### src/rtl/cpu_bus_pkg.sv
// Shared types and constants for the CPU-to-memory bus arbiter.
package cpu_bus_pkg;

  typedef enum logic [1:0] {
    S_IDLE = 2'd0,
    S_REQ  = 2'd1,
    S_WAIT = 2'd2
  } arbState_e;

  typedef enum logic {
    OWN_INST = 1'b0,
    OWN_DATA = 1'b1
  } owner_e;

  localparam logic [2:0] KSEG0 = 3'b100;
  localparam logic [2:0] KSEG1 = 3'b101;

  function automatic logic isUnmappedSeg(input logic [31:0] vaddr);
    return (vaddr[31:29] == KSEG0) || (vaddr[31:29] == KSEG1);
  endfunction

endpackage

### src/rtl/cpu_mem_arbiter_addr_map.sv
// Virtual-to-physical translation: kseg0/kseg1 drop the top three bits.
module addr_map
  import cpu_bus_pkg::*;
(
  input  logic [31:0] vaddr,
  output logic [31:0] paddr
);

  assign paddr = isUnmappedSeg(vaddr) ? {3'b000, vaddr[28:0]} : vaddr;

endmodule

### src/rtl/cpu_mem_arbiter.sv
// Arbitrates the fetch and load/store ports onto one single-outstanding bus.
// state | meaning: S_IDLE no transaction | S_REQ request held until addr_ok | S_WAIT awaiting data_ok
module cpu_mem_arbiter
  import cpu_bus_pkg::*;
#(
  parameter bit DATA_PRIO = 1'b1
) (
  input  logic        clk,
  input  logic        rst,
  input  logic        inst_en,
  input  logic [31:0] inst_addr,
  output logic [31:0] inst_rdata,
  output logic        inst_stall,
  input  logic        data_en,
  input  logic [3:0]  data_wen,
  input  logic [31:0] data_addr,
  input  logic [31:0] data_wdata,
  output logic [31:0] data_rdata,
  output logic        data_stall,
  input  logic        pipe_stall,
  input  logic        flush,
  output logic        mem_req,
  output logic        mem_wr,
  output logic [3:0]  mem_wstrb,
  output logic [31:0] mem_addr,
  output logic [31:0] mem_wdata,
  input  logic        mem_addr_ok,
  input  logic        mem_data_ok,
  input  logic [31:0] mem_rdata
);

  arbState_e   state, stateNext;
  owner_e      owner, ownerNext;
  logic        instDone, instDoneNext;
  logic        dataDone, dataDoneNext;
  logic        discard, discardNext;
  logic        memReqNext, memWrNext;
  logic [3:0]  memWstrbNext;
  logic [31:0] memAddrNext, memWdataNext;
  logic [31:0] instRdataNext, dataRdataNext;
  logic [31:0] instPhys, dataPhys;
  logic        instPend, dataPend, selData, advance, killInst;

  addr_map uInstMap (.vaddr(inst_addr), .paddr(instPhys));
  addr_map uDataMap (.vaddr(data_addr), .paddr(dataPhys));

  assign instPend   = inst_en & ~instDone;
  assign dataPend   = data_en & ~dataDone;
  assign inst_stall = instPend;
  assign data_stall = dataPend;
  assign selData    = dataPend & (DATA_PRIO | ~instPend);
  assign advance    = ~instPend & ~dataPend & ~pipe_stall;
  assign killInst   = flush & (owner == OWN_INST);

  always_comb begin
    stateNext     = state;
    ownerNext     = owner;
    instDoneNext  = instDone;
    dataDoneNext  = dataDone;
    discardNext   = discard;
    memReqNext    = mem_req;
    memWrNext     = mem_wr;
    memWstrbNext  = mem_wstrb;
    memAddrNext   = mem_addr;
    memWdataNext  = mem_wdata;
    instRdataNext = inst_rdata;
    dataRdataNext = data_rdata;

    if (flush || advance) begin
      instDoneNext = 1'b0;
      dataDoneNext = 1'b0;
    end

    case (state)
      S_IDLE: begin
        if (selData) begin
          stateNext    = S_REQ;
          ownerNext    = OWN_DATA;
          memReqNext   = 1'b1;
          memWrNext    = |data_wen;
          memWstrbNext = data_wen;
          memAddrNext  = dataPhys;
          memWdataNext = data_wdata;
        end else if (instPend) begin
          stateNext    = S_REQ;
          ownerNext    = OWN_INST;
          memReqNext   = 1'b1;
          memWrNext    = 1'b0;
          memWstrbNext = 4'b0000;
          memAddrNext  = instPhys;
          memWdataNext = 32'h0;
        end
      end
      S_REQ: begin
        // A flush before acceptance leaves the held request untouched.
        if (mem_addr_ok) begin
          stateNext  = S_WAIT;
          memReqNext = 1'b0;
          if (killInst) discardNext = 1'b1;
        end
      end
      S_WAIT: begin
        if (mem_data_ok) begin
          stateNext   = S_IDLE;
          discardNext = 1'b0;
          if (!(discard || killInst)) begin
            if (owner == OWN_INST) begin
              instDoneNext  = 1'b1;
              instRdataNext = mem_rdata;
            end else begin
              dataDoneNext = 1'b1;
              if (!mem_wr) dataRdataNext = mem_rdata;
            end
          end
        end else if (killInst) begin
          discardNext = 1'b1;
        end
      end
      default: stateNext = S_IDLE;
    endcase
  end

  always_ff @(posedge clk) begin
    if (rst) begin
      state      <= S_IDLE;
      owner      <= OWN_INST;
      instDone   <= 1'b0;
      dataDone   <= 1'b0;
      discard    <= 1'b0;
      mem_req    <= 1'b0;
      mem_wr     <= 1'b0;
      mem_wstrb  <= 4'b0000;
      mem_addr   <= 32'h0;
      mem_wdata  <= 32'h0;
      inst_rdata <= 32'h0;
      data_rdata <= 32'h0;
    end else begin
      state      <= stateNext;
      owner      <= ownerNext;
      instDone   <= instDoneNext;
      dataDone   <= dataDoneNext;
      discard    <= discardNext;
      mem_req    <= memReqNext;
      mem_wr     <= memWrNext;
      mem_wstrb  <= memWstrbNext;
      mem_addr   <= memAddrNext;
      mem_wdata  <= memWdataNext;
      inst_rdata <= instRdataNext;
      data_rdata <= dataRdataNext;
    end
  end

endmodule

### config.mk
export PLATFORM = sky130hd
export DESIGN_NAME = cpu_mem_arbiter
export DESIGN_NICKNAME = d
export VERILOG_FILES = /design/src/rtl/cpu_bus_pkg.sv /design/src/rtl/cpu_mem_arbiter_addr_map.sv /design/src/rtl/cpu_mem_arbiter.sv
export SDC_FILE = /design/constraint.sdc
export NUM_CORES = 1
export LEC_CHECK = 0
export CAP_MARGIN = 20
export CORE_ASPECT_RATIO = 1.4
export CORE_MARGIN = 1.5
export CORE_UTILIZATION = 42
export CTS_CLUSTER_DIAMETER = 120
export DETAILED_ROUTE_END_ITERATION = 16
export PLACE_DENSITY_LB_ADDON = 0.25
export SLEW_MARGIN = 10
export SYNTH_ARGS = -nofsm -noshare
export SYNTH_HDL_FRONTEND = slang
export SYNTH_SLANG_ARGS = --single-unit
export TNS_END_PERCENT = 1
### constraint.sdc
create_clock -name clk -period 4.5 [get_ports clk]
set_input_delay 1.35 -clock clk [delete_from_list [all_inputs] [get_ports clk]]
set_output_delay 1.35 -clock clk [all_outputs]
set_load 0.05 [all_outputs]
==> metrics <==
PwrDens 387.0 mW/mm^2; Post-CTS Hold Buffers 0; initial antenna violation count 0; post-CTS sizing 0; RSZ-0062 raised after global routing false; cell taking the most area after synthesis dfxtp_1; max cap viols 0; initial drt markers 350; Layout area overhead 65.56%; core box area around 0.012 sq mm; leakage power a little over 3 nW; Port-buffer cells 275; die extent in x between 90 and 100 microns; Netlist Area Pre-Place 0.005122 sq mm; met1 usage 26.02%; dpl hpwl approximately 12,000 microns; Avg Vias per Cell around 5.2; sequential area share after synthesis 54.71%; wire per inst 15.67 microns; Initial Util a little over two fifths; global-route wire length before repair 24,630 microns; H-tree depth reported by CTS 4; Clk pin slew, worst setup/hold paths approximately 0.060 ns; Synth Instances slightly above 600; status finished, final reports clean; final hold vios 0; drt first pass iters 5; Slew Limit Fails 0; worst skew pair latency between 0.4 and 0.5 ns; worst hold path class flop to flop; # rows 47; commonest cells in the netlist nand2_1, dfxtp_1, a21oi_1; Die H 133.7 microns; top area cells in the synthesized netlist dfxtp_1, nand2_1, a21oi_1; I/O pin count 276; met2 GRT Util roughly 43%; Peak VDD IR around 0.00025 V; f_max about 0.27 GHz; Primary FF master, synth dfxtp_1; CTS tree done; Final period util between 80% and 90%; grt total ovfl 0; number of diodes 0; Req. time, crit path 3.15 ns; setup_tns 0 ns; buffer depth of the longest clock path 2; syn_area_per_cell between 8 and 9 sq um; Worst setup EP type output pin; Post-Route Hold Slack approximately 0.45 ns; GRT Total Usage 24.92%; Post-route DRC 0; CP Launch Type primary input; Slew HR between 30% and 40%; most common cell in the netlist nand2_1; Final GP Congestion between 0.9 and 1; Root Driver clkbuf_16; FF+latch count, synth between 100 and 150; CTS buffer count 17; DR vias about 5,400; post-synth net total 763; Pwr Total 3.282 mW; synth unique cells 28; Setup Buffers After CTS 0; worst clock skew between 0.01 and 0.015 ns; antenna-violating nets left 0; met3 GRT Util between 7 and 8%; NumNets Final 1,017; largest net degree at the start of global routing 96; Total Die Area roughly 0.013 sq mm; drt total wl 16,250 microns; Yosys top cell area share between 50% and 60%; worst-path fanout max 4; Crit Path Category primary input to output pin; synth warn 0; Post-synth ARST share 0%; number of synthesized flops with an enable pin 0; Final min period 3.726 ns; Setup violations, final 0; vias in the first global route approximately 5,200; Sink Count 140; global routing's busiest layer met2; share of layout cells above drive strength 1 around 5.6%; Crit path arrival time around 2.4 ns; Worst-Margin Slew just under 1 ns
[flip-flops by register name (all words and copies together), names as in the netlist]
register and flops:
dataDone 1, data_rdata 32, discard 1, instDone 1, inst_rdata 32, mem_addr 32, mem_req 1, mem_wdata 32
mem_wr 1, mem_wstrb 4, owner 1, state 2
[metal layers]
metal,share of wire (%),vias up
met5,0,-
li1,-,2609
met1,36,2494
met4,4.3,0
met3,8.2,48
met2,52,243
[logic make-up after synthesis]
group                  after synthesis  synth area share (%)
buffers and inverters               56                 5.032
AND/OR/NAND/NOR                    278                 21.32
AO/OA/AOI/OAI                      149                 18.93
flip-flops                         140                 54.71
[area by class of cell]
cell class,count,area (sq um)
Tap cell,147,183.9
Inverter,5,18.77
Clock buffer,21,460.4
Clock inverter,11,83.83
Sequential cell,140,2803
Fill cell,947,3398
Timing Repair Buffer,286,2853
Multi-Input combinational cell,427,2078
[layout by cell type (no fill, tap or decap), types with 2 or more instances in the layout]
master,netlist,routed
nand3_1,2,2
a311oi_1,32,32
nand3b_1,2,2
clkdlybuf4s50_1,0,272
clkbuf_8,0,2
a22oi_1,36,36
buf_12,0,2
nand2b_1,2,2
clkinvlp_4,0,4
clkbuf_1,28,2
clkinv_2,0,2
buf_4,8,12
inv_6,0,4
dfxtp_1,140,140
nor2_1,71,71
or3_1,2,2
o21ai_0,3,3
nor2b_1,3,3
a21oi_1,72,72
nand2_1,192,192
inv_1,4,4
clkbuf_16,0,17
[critical path, stage by stage]
cell,delay [ns]
clkdlybuf4s50_1,0.44
nor2b_1,0.38
buf_12,0.20
[where the power goes]
part	internal (mW)	total, mW	switching (mW)
Clock	0.739	1.26	0.525
Combinational	0.274	0.676	0.402
Sequential	1.30	1.34	0.0372
Total	2.32	3.28	0.964
[stage by stage]
step / worst slack, ns / utilization (%) / cells / area (sq um)
after floorplan: 0.8892 / - / 623 / 5122
after CTS: 0.7589 / 71.39 / 1037 / 8481
final: 0.7741 / 71.39 / 1037 / 8481
after detailed placement: 0.7650 / 66.81 / 1005 / 7936
after global placement: 0.7521 / 66.81 / 1005 / 7936
after global routing: 0.6664 / 71.39 / 1037 / 8481
[final timing paths]
kind                                            startpoint                    endpoint  slack [ns]  cells after the start
worst min-delay path            data_rdata[4]$_SDFFE_PP0P_  data_rdata[4]$_SDFFE_PP0P_        0.45                      2
worst min register to register  data_rdata[4]$_SDFFE_PP0P_  data_rdata[4]$_SDFFE_PP0P_        0.45                      2
worst max register to register         dataDone$_SDFF_PP0_   mem_addr[21]$_SDFFE_PP0P_        2.26                      7
worst max-delay path                               inst_en                  inst_stall        0.77                      3
No activity file was read; power rests on OpenSTA's default activity.
